--- src/rtl/lsu_pkg.sv ---
// lsu_pkg: shared types, func3 encodings and store-lane helpers for the LSU memory port.
package lsu_pkg;
  typedef enum logic [1:0] {IDLE, REQ, WAIT, DONE} lsu_state_t;
  localparam logic [2:0] F3_B = 3'b000, F3_H = 3'b001, F3_W = 3'b010, F3_BU = 3'b100, F3_HU = 3'b101;
  localparam logic [6:0] OP_LOAD = 7'b0000011, OP_STORE = 7'b0100011;
  function automatic logic f3_illegal(input logic we, input logic [2:0] f3);
    return we ? (f3 >= 3'b011) : (f3 == 3'b011 || f3 >= 3'b110);
  endfunction
  function automatic logic misaligned(input logic [2:0] f3, input logic [1:0] off);
    return (f3[1:0] == 2'b01 && off[0]) || (f3[1:0] == 2'b10 && off != 2'b00);
  endfunction
  function automatic logic [3:0] store_be(input logic we, input logic [2:0] f3, input logic [1:0] off);
    return !we ? 4'b1111 : f3[1:0] == 2'b00 ? 4'b0001 << off : f3[1:0] == 2'b01 ? 4'b0011 << {off[1], 1'b0} : 4'b1111;
  endfunction
  function automatic logic [31:0] store_wdata(input logic [2:0] f3, input logic [31:0] wd);
    return f3[1:0] == 2'b00 ? {4{wd[7:0]}} : f3[1:0] == 2'b01 ? {2{wd[15:0]}} : wd;
  endfunction
endpackage

--- src/rtl/lsu_mem_port_if.sv ---
// lsu_mem_port_if: valid/ready request plus single-cycle response data-memory bus.
interface lsu_mem_port_if;
  logic        mem_req_valid, mem_req_ready, mem_req_we, mem_resp_valid;
  logic [31:0] mem_req_addr, mem_req_wdata, mem_resp_rdata;
  logic [3:0]  mem_req_be;
  modport master(output mem_req_valid, mem_req_we, mem_req_addr, mem_req_wdata, mem_req_be,
                 input mem_req_ready, mem_resp_valid, mem_resp_rdata);
  modport slave(input mem_req_valid, mem_req_we, mem_req_addr, mem_req_wdata, mem_req_be,
                output mem_req_ready, mem_resp_valid, mem_resp_rdata);
endinterface

--- src/rtl/lsu_load_ext.sv ---
// lsu_load_ext: selects the addressed byte/halfword of a read word and sign/zero extends it.
module lsu_load_ext
  import lsu_pkg::*;
(
  input  logic [2:0]  func3_i,
  input  logic [1:0]  off_i,
  input  logic [31:0] rdata_i,
  output logic [31:0] result_o
);
  logic [7:0]  byte_sel;
  logic [15:0] half_sel;
  always_comb begin
    byte_sel = rdata_i[{off_i, 3'b000} +: 8];
    half_sel = off_i[1] ? rdata_i[31:16] : rdata_i[15:0];
    result_o = func3_i == F3_B  ? {{24{byte_sel[7]}}, byte_sel} :
               func3_i == F3_BU ? {24'b0, byte_sel} :
               func3_i == F3_H  ? {{16{half_sel[15]}}, half_sel} :
               func3_i == F3_HU ? {16'b0, half_sel} : rdata_i;
  end
endmodule

--- src/rtl/lsu_mem_port.sv ---
// lsu_mem_port: runs MEM-stage loads/stores on the data bus and stalls the pipeline meanwhile.
// Define LSU_MISALIGN_TRAP_EN to fault misaligned halfword/word accesses without a bus request.
module lsu_mem_port
  import lsu_pkg::*;
#(
  parameter int unsigned TIMEOUT_CYC = 255
) (
  input  logic           clk,
  input  logic           rst,
  input  logic           data_mem_rd_en_i,
  input  logic           data_mem_wr_en_i,
  input  logic [2:0]     func3_i,
  input  logic [31:0]    addr_i,
  input  logic [31:0]    wdata_i,
  output logic [31:0]    load_data_o,
  output logic           stall_o,
  output logic           done_o,
  output logic           lsu_err_o,
  lsu_mem_port_if.master mem
);
  localparam logic [7:0] TO = TIMEOUT_CYC[7:0];
  lsu_state_t  state_q;
  logic [2:0]  f3_q;
  logic [1:0]  off_q;
  logic [7:0]  cnt_q;
  logic [31:0] ext;
  logic        req, bad;
  always_comb begin
    req = data_mem_rd_en_i | data_mem_wr_en_i;
`ifdef LSU_MISALIGN_TRAP_EN
    bad = f3_illegal(data_mem_wr_en_i, func3_i) | misaligned(func3_i, addr_i[1:0]);
`else
    bad = f3_illegal(data_mem_wr_en_i, func3_i);
`endif
  end
  assign stall_o = (state_q == IDLE && req) || state_q == REQ || state_q == WAIT;
  lsu_load_ext u_ext (.func3_i(f3_q), .off_i(off_q), .rdata_i(mem.mem_resp_rdata), .result_o(ext));
  always_ff @(posedge clk or posedge rst)
    if (rst) begin
      state_q           <= IDLE;
      f3_q              <= '0;
      off_q             <= '0;
      cnt_q             <= '0;
      done_o            <= 1'b0;
      lsu_err_o         <= 1'b0;
      load_data_o       <= '0;
      mem.mem_req_valid <= 1'b0;
      mem.mem_req_we    <= 1'b0;
      mem.mem_req_addr  <= '0;
      mem.mem_req_wdata <= '0;
      mem.mem_req_be    <= '0;
    end else begin
      done_o    <= 1'b0;
      lsu_err_o <= 1'b0;
      case (state_q)
        IDLE: if (req) begin
          f3_q  <= func3_i;
          off_q <= addr_i[1:0];
          cnt_q <= '0;
          if (bad) begin
            state_q     <= DONE;
            done_o      <= 1'b1;
            lsu_err_o   <= 1'b1;
            load_data_o <= '0;
          end else begin
            state_q           <= REQ;
            mem.mem_req_valid <= 1'b1;
            mem.mem_req_we    <= data_mem_wr_en_i;
            mem.mem_req_addr  <= {addr_i[31:2], 2'b00};
            mem.mem_req_wdata <= store_wdata(func3_i, wdata_i);
            mem.mem_req_be    <= store_be(data_mem_wr_en_i, func3_i, addr_i[1:0]);
          end
        end
        REQ: if (mem.mem_req_ready) begin
          mem.mem_req_valid <= 1'b0;
          cnt_q             <= '0;
          state_q           <= mem.mem_req_we ? DONE : WAIT;
          done_o            <= mem.mem_req_we;
          if (mem.mem_req_we) load_data_o <= '0;
        end else if (cnt_q + 8'd1 == TO) begin
          mem.mem_req_valid <= 1'b0;
          state_q           <= DONE;
          done_o            <= 1'b1;
          lsu_err_o         <= 1'b1;
          load_data_o       <= '0;
        end else cnt_q <= cnt_q + 8'd1;
        WAIT: if (mem.mem_resp_valid) begin
          state_q     <= DONE;
          done_o      <= 1'b1;
          load_data_o <= ext;
        end else if (cnt_q + 8'd1 == TO) begin
          state_q     <= DONE;
          done_o      <= 1'b1;
          lsu_err_o   <= 1'b1;
          load_data_o <= '0;
        end else cnt_q <= cnt_q + 8'd1;
        DONE: state_q <= IDLE;
      endcase
    end
endmodule

--- src/flat_wrapper.sv ---
// flat-port wrapper written by rule: the top's interface ports become plain ports
module lsu_mem_port_flat import lsu_pkg::*;
#(
  parameter int unsigned TIMEOUT_CYC = 255
)
  (clk, rst, data_mem_rd_en_i, data_mem_wr_en_i, func3_i, addr_i, wdata_i, load_data_o, stall_o, done_o, lsu_err_o, mem_mem_req_valid, mem_mem_req_we, mem_mem_req_addr, mem_mem_req_wdata, mem_mem_req_be, mem_mem_req_ready, mem_mem_resp_valid, mem_mem_resp_rdata);
  lsu_mem_port_if mem_i ();
  input  logic clk;
  input  logic rst;
  input  logic data_mem_rd_en_i;
  input  logic data_mem_wr_en_i;
  input  logic [2:0] func3_i;
  input  logic [31:0] addr_i;
  input  logic [31:0] wdata_i;
  output logic [31:0] load_data_o;
  output logic stall_o;
  output logic done_o;
  output logic lsu_err_o;
  output wire logic [$bits(mem_i.mem_req_valid)-1:0] mem_mem_req_valid;
  output wire logic [$bits(mem_i.mem_req_we)-1:0] mem_mem_req_we;
  output wire logic [$bits(mem_i.mem_req_addr)-1:0] mem_mem_req_addr;
  output wire logic [$bits(mem_i.mem_req_wdata)-1:0] mem_mem_req_wdata;
  output wire logic [$bits(mem_i.mem_req_be)-1:0] mem_mem_req_be;
  input wire logic [$bits(mem_i.mem_req_ready)-1:0] mem_mem_req_ready;
  input wire logic [$bits(mem_i.mem_resp_valid)-1:0] mem_mem_resp_valid;
  input wire logic [$bits(mem_i.mem_resp_rdata)-1:0] mem_mem_resp_rdata;
  assign mem_mem_req_valid = mem_i.mem_req_valid;
  assign mem_mem_req_we = mem_i.mem_req_we;
  assign mem_mem_req_addr = mem_i.mem_req_addr;
  assign mem_mem_req_wdata = mem_i.mem_req_wdata;
  assign mem_mem_req_be = mem_i.mem_req_be;
  assign mem_i.mem_req_ready = mem_mem_req_ready;
  assign mem_i.mem_resp_valid = mem_mem_resp_valid;
  assign mem_i.mem_resp_rdata = mem_mem_resp_rdata;
  lsu_mem_port #(.TIMEOUT_CYC(TIMEOUT_CYC)) u_core (.clk(clk), .rst(rst), .data_mem_rd_en_i(data_mem_rd_en_i), .data_mem_wr_en_i(data_mem_wr_en_i), .func3_i(func3_i), .addr_i(addr_i), .wdata_i(wdata_i), .load_data_o(load_data_o), .stall_o(stall_o), .done_o(done_o), .lsu_err_o(lsu_err_o), .mem(mem_i));
endmodule
--- config.mk ---
export PLATFORM = sky130hd
export DESIGN_NAME = lsu_mem_port_flat
export DESIGN_NICKNAME = d
export VERILOG_FILES = /design/src/rtl/lsu_pkg.sv /design/src/rtl/lsu_mem_port_if.sv /design/src/rtl/lsu_load_ext.sv /design/src/rtl/lsu_mem_port.sv /design/src/flat_wrapper.sv
export SDC_FILE = /design/constraint.sdc
export NUM_CORES = 1
export LEC_CHECK = 0
export ABC_AREA = 1
export CAP_MARGIN = 20
export CORE_AREA = 2 2 122 124
export CTS_BUF_LIST = sky130_fd_sc_hd__clkbuf_16
export DETAILED_ROUTE_END_ITERATION = 8
export DIE_AREA = 0 0 124 126
export PLACE_DENSITY = 0.75
export SYNTH_ARGS = -nofsm -noshare
export SYNTH_HDL_FRONTEND = slang
export SYNTH_HIERARCHICAL = 1
export SYNTH_SLANG_ARGS = --single-unit
--- constraint.sdc ---
create_clock -name clk -period 6.9 [get_ports clk]
set_clock_uncertainty 0.1 [all_clocks]
set_input_delay 2.07 -clock clk [delete_from_list [all_inputs] [get_ports clk]]
set_output_delay 2.07 -clock clk [all_outputs]
set_load 0.05 [all_outputs]
==> out/qor.csv, run 1 <==
stage,metric,value,unit
die,Die W,124,um
layout,area grow syn2layout,41.9,%
place,Detail Placement HPWL,13.1,mm
route,Post-Route WL,18.5,mm
synthesis,Syn. warnings,6,
power_and_ir_drop,Lkg Pwr,4.50,nW
sta,slew margin rel.,29.7,%
global_routing,vias in the first global route,5934,
power_and_ir_drop,Int Pwr,2.33,mW
critical_path,startpoint types,input port,
sta,post-route minimum period,6.13,ns
job,max capacitance violation total,0,
sta,"Hold Vio Cnt, Final",0,
synthesis,sequential area share after synthesis,46.1,%
run_status,status,"complete, no violations",
die,Initial Util,44.4,%
cts,setup repair bufs after CTS,0,
sta,setup slack after layout,0.768,ns
power_and_ir_drop,Flop pwr share,25.4,%
global_routing,GRT Resource Usage Total,24.1,%
place,IO Port Bufs,207,
synthesis,Synth cell types,32,
sta,Pins Over Slew Limit,0,
cts,"Clk Latency, worst-skew pair",0.41,ns
route,DR pass1 iterations,5,
cts,CTS root buffer,clkbuf_16,
sta,maximum clock frequency,163,MHz
synthesis,Area contributors post-synth,"dfrtp_1 (46%), nand2_1 (21%), inv_1 (6.4%), nand3_1 (5.4%), o21ai_1 (2.6%)",
route,drt wl/cell,14.7,um
sta,RSZ-0062 raised after global routing,no,
route,DRC viols,0,
place,post-placement cell count,1227,
power_and_ir_drop,pwr dens,507,mW/mm2
power_and_ir_drop,peak supply drop,0.348,mV
synthesis,Mapped Cells,872,
layout,fillers,1300,
synthesis,"area leader, netlist",dfrtp_1,
sta,Worst Tran Pin Value,1.05,ns
layout,ANT cells,0,
global_routing,GRT overflow,0,
place,"worst slack, placed",0.761,ns
critical_path,critical path class,input port to output pin,
synthesis,Synth Register Bits,117,
critical_path,Worst Path Required,4.73,ns
cts,total CTS buffers,17,
cts,CTS clock-pin slew for the worst setup and hold paths,0.05,ns
die,Top Ports,210,
route,"antenna viol nets, final",0,
synthesis,top-area cell type share of the netlist area,46.1,%
route,via count,6302,
cts,hold buffer count at CTS,0,
place,gpl congestion,0.891,
critical_path,Crit. End Element,output pin,
global_routing,first-pass GRT wire length,29.2,mm
die,Placement Rows,44,
cts,clk sinks,117,
global_routing,initial antenna violation count,0,
critical_path,CP Data Arrival Time,3.96,ns
cts,Resize count post-CTS,0,
die,Die Height,126,um
global_routing,largest net degree at the start of global routing,76,
synthesis,post-synth design cell area,0.00636,mm2
synthesis,Syn Area/Cell,7.29,um2
layout,share of cells above drive strength 1,5.02,%
layout,Post-Layout Cell Count,1259,
hold_path,Hold Crit Class,flip-flop to flip-flop,
die,CORE AREA,0.0143,mm2
critical_path,critical path peak fanout,12,
die,die area,0.0156,mm2
power_and_ir_drop,switching part of the total,49.0,%
power_and_ir_drop,clock network power share,18.7,%
power_and_ir_drop,Combinational Power Share,55.9,%
route,Vias/cell,5.01,
power_and_ir_drop,P_sw,2.24,mW
sta,Setup-failing EPs final,0,
layout,most frequent cells in the layout,"nand2_1 (354), clkdlybuf4s50_1 (207), dfrtp_1 (117)",
cts,CTS H-tree lvls,4,
layout,"commonest non-fill, non-tap cell in the layout",nand2_1,
layout,Final #Nets,1174,
cts,Clock Path Buffers,2,
sta,Final period util,88.9,%
layout,area of the multi-input gates,0.00275,mm2
layout,FF+latch area,0.00293,mm2
sta,setup TNS,0,ns
cts,CTS tree,done,
route,1st-iter DRT viols,534,
[metal layers]
metal,GRT usage (%),wire length (um),vias to the layer above
li1,-,-,3100
met1,30.1,7710,2911
met2,37.7,8350,265
met3,11.3,2150,26
met4,6.68,276,0
met5,0,0,-
[state kept, by name, summed over array words and instances (netlist names), 2 cells and up]
| signal | count |
|---|---|
| u_core/cnt_q | 8 |
| u_core/f3_q | 3 |
| u_core/load_data_o | 32 |
| u_core/mem.mem_req_addr | 30 |
| u_core/mem.mem_req_be | 4 |
| u_core/mem.mem_req_wdata | 32 |
| u_core/off_q | 2 |
| u_core/state_q | 2 |
[worst paths after layout]
kind	from	end	slack [ns]	cells after the start
max	data_mem_wr_en_i	stall_o	0.77	6
min	u_core/mem.mem_req_addr[9]	u_core/mem.mem_req_addr[9]	0.37	2
max reg2reg	u_core/state_q[0]	u_core/cnt_q[0]	4.32	8
min reg2reg	u_core/mem.mem_req_addr[9]	u_core/mem.mem_req_addr[9]	0.37	2
max in group asynchronous	rst	u_core/load_data_o[5]	3.43	3
min in group asynchronous	rst	u_core/load_data_o[23]	2.09	2
[synth_stat cells]
master and instances:
nor2_4 1, inv_1 108, a31oi_1 1, nor4_4 1, conb_1 1, nor3_1 2, o21ai_1 33, nand4_1 13
nand2_1 354, buf_2 21, a2bb2oi_1 4, o21ai_0 31, buf_6 8, nor2_1 30, a21oi_1 10, nand3_2 3
nor2_2 3, nor3_4 1, nand3_1 69, buf_4 5, ha_1 7, o21a_1 16, or2_2 1, o22ai_1 2
clkbuf_2 2, dfrtp_1 117, nand2_2 4, inv_2 6, nand2_4 1, o211ai_1 2, o31ai_1 9, clkbuf_1 6
[power by group through the flow]
stage,Sequential [mW],Clock (mW),Combinational (mW)
detailed placement,1.16,0,2.55
global route,1.20,0.910,2.76
floorplan,1.96,0,1.02
finish,1.16,0.854,2.56
global placement,1.16,0,2.53
CTS,1.16,0.874,2.57
[layout make-up]
type	count	area share, %
clock inverter	15	1.65
tap	184	2.55
timing repair buffer	212	23.4
multi-input combinational	600	30.5
clock buffer	17	4.72
sequential	117	32.5
inverter	114	4.77
[stage by stage]
step | cell area [um2] | hold WS, ns | util [%] | total power [mW]
floorplan | 6360 | 0.348 | - | 2.97
global placement | 8450 | 0.353 | 59.0 | 3.69
detailed placement | 8450 | 0.357 | 59.0 | 3.72
CTS | 9020 | 0.370 | 63.0 | 4.60
global route | 9020 | 0.388 | 63.0 | 4.87
finish | 9020 | 0.367 | 63.0 | 4.58
[kinds of logic after synthesis]
group / count (synthesis) / share of synthesized area [%]
other: 1 / 0.0590
buffers and inverters: 156 / 10.9
flip-flops: 117 / 46.1
AO/OA/AOI/OAI: 108 / 9.86
adder cells (fa/ha/maj): 7 / 1.38
AND/OR/NAND/NOR: 483 / 31.7
[worst max-delay path, cell delays in order]
cell and delay (ns):
clkdlybuf4s50_1 0.49, nor2_1 0.25, nor2_1 0.07, inv_1 0.24, nand3_1 0.12, clkdlybuf4s50_1 0.72
Power figures use the tool's default switching activity.
==> run 2: changes to the inputs <==
Settings changed: CORE_AREA 2 2 122 124 to 2 2 110 138, DIE_AREA 0 0 124 126 to 0 0 112 140, PLACE_DENSITY 0.75 to 0.82.
==> run 2 against run 1 <==
  * Clock power is 15% higher
  * Critical path depth is the same
  * Wire length fell by 2.8%
  * Sequential power about the same
  * Global-route usage decreased by 0.96 points
  * Sequential share of layout area fell by 0.37 points
  * First-iteration DRC count down 36%
  * Flip-flop and latch count is the same
  * Fmax shrank 1.7%
  * Setup slack worse by 0.11 ns
  * Die area is 0.36% higher
  * Total power increased by 2.4%
  * Critical path type unchanged
==> out/qor.csv, run 2 (synthesis gave the netlist of run 1 again) <==
stage,metric,value,unit
power_and_ir_drop,Pwr Total,4.69,mW
power_and_ir_drop,pwr dens,514,mW/mm2
sta,setup TNS,0,ns
cts,CTS tree,done,
critical_path,startpoint types,input port,
critical_path,Worst Path Required,4.73,ns
cts,Clock Path Buffers,2,
global_routing,GRT overflow,0,
die,Die Height,140,um
sta,Setup-failing EPs final,0,
sta,maximum clock frequency,160,MHz
cts,CTS root buffer,clkbuf_16,
cts,setup repair bufs after CTS,0,
global_routing,first-pass GRT wire length,29.5,mm
route,"antenna viol nets, final",0,
die,CORE AREA,0.0143,mm2
sta,Worst Tran Pin Value,0.730,ns
die,die area,0.0157,mm2
critical_path,Crit. End Element,output pin,
global_routing,GRT Resource Usage Total,23.2,%
sta,hold_ws,0.370,ns
sta,setup slack after layout,0.662,ns
sta,Final period util,90.4,%
critical_path,worst r2r src,u_core/state_q[0],
critical_path,critical path peak fanout,12,
place,IO Port Bufs,207,
critical_path,Setup crit end,stall_o,
global_routing,initial antenna violation count,0,
route,metal2 WL,8.81,mm
die,Initial Util,44.3,%
layout,ANT cells,0,
layout,final core occ,63.6,%
cts,CTS H-tree lvls,4,
route,uppermost routed layer,met4,
layout,area grow syn2layout,43.5,%
global_routing,largest net degree at the start of global routing,80,
place,DP Area,0.00844,mm2
layout,share of cells above drive strength 1,5.57,%
power_and_ir_drop,Lkg Pwr,4.53,nW
layout,Final Cell Area,0.00912,mm2
route,DRC viols,0,
sta,Pins Over Slew Limit,0,
place,gpl congestion,0.865,
place,Detail Placement HPWL,12.6,mm
run_status,status,"complete, no violations",
critical_path,Worst R2R Setup Slack,4.31,ns
layout,largest registers,"u_core/load_data_o (32), u_core/mem.mem_req_wdata (32), u_core/mem.mem_req_addr (30)",
critical_path,critical path class,input port to output pin,
cts,clk sinks,117,
critical_path,CP Data Arrival Time,4.07,ns
route,DR pass1 iterations,5,
power_and_ir_drop,peak supply drop,0.294,mV
critical_path,RR Endpoint,u_core/mem.mem_req_wdata[16],
route,met3 WL,1.52,mm
sta,slew margin rel.,51.3,%
route,1st-iter DRT viols,344,
cts,CTS clock-pin slew for the worst setup and hold paths,0.06,ns
layout,fillers,1281,
global_routing,vias in the first global route,6065,
layout,Post-Layout Cell Count,1255,
die,Top Ports,210,
sta,RSZ-0062 raised after global routing,no,
job,max capacitance violation total,0,
cts,total CTS buffers,17,
layout,Final #Nets,1176,
place,post-placement cell count,1221,
die,Die W,112,um
route,via count,6292,
critical_path,Worst Setup SP,data_mem_wr_en_i,
layout,"commonest non-fill, non-tap cell in the layout",nand2_1,
hold_path,Hold Crit Class,flip-flop to flip-flop,
cts,Resize count post-CTS,0,
cts,hold buffer count at CTS,0,
route,wl on met1,7.33,mm
route,Vias/cell,5.01,
cts,"Clk Latency, worst-skew pair",0.40,ns
route,Post-Route WL,18.0,mm
sta,post-route minimum period,6.24,ns
critical_path,R2R depth,7,
layout,most frequent cells in the layout,"nand2_1 (354), clkdlybuf4s50_1 (207), dfrtp_1 (117)",
die,Placement Rows,49,
place,"worst slack, placed",0.706,ns
route,drt wl/cell,14.3,um
sta,"Hold Vio Cnt, Final",0,
==> run 2: how the worst min path moves through the flow <==
stage,start,to,cells after the start
2_1_floorplan,u_core/off_q[0],u_core/off_q[0],2
3_3_place_gp,u_core/mem.mem_req_addr[25],u_core/mem.mem_req_addr[25],2
3_5_place_dp,u_core/mem.mem_req_addr[15],u_core/mem.mem_req_addr[15],2
4_1_cts,u_core/mem.mem_req_addr[15],u_core/mem.mem_req_addr[15],2
5_1_grt,u_core/mem.mem_req_addr[31],u_core/mem.mem_req_addr[31],2
6_report,u_core/mem.mem_req_addr[13],u_core/mem.mem_req_addr[13],2
==> run 2: area by class of cell <==
class	instances	area (um2)	share of cell area, %
Sequential cell	117	2930	32.1
Multi-Input combinational cell	600	2750	30.1
Clock inverter	15	226	2.48
Timing Repair Buffer	214	2140	23.5
Tap cell	178	223	2.44
Inverter	114	430	4.72
Clock buffer	17	425	4.66
==> run 2: power by group <==
part | switching [mW] | internal (mW)
Sequential | 0.209 | 0.957
Combinational | 1.72 | 0.822
Clock | 0.333 | 0.645
Total | 2.26 | 2.42
==> run 2: routing by layer <==
layer	vias up	GRT usage (%)
li1	3107	-
met4	0	8.15
met1	2915	27.8
met5	-	0
met3	23	7.18
met2	247	39.6
==> run 2: worst max-delay path, cell delays in order <==
cell and delay (ns):
clkdlybuf4s50_1 0.52, nor2_1 0.30, nor2_1 0.07, inv_1 0.26, nand3_1 0.13, clkdlybuf4s50_1 0.72
==> run 3: changes to the inputs <==
Settings changed: SETUP_SLACK_MARGIN set to 0.1.
==> results of run 3 <==
The final DEF is identical to that of run 2; final timing and power are the same.
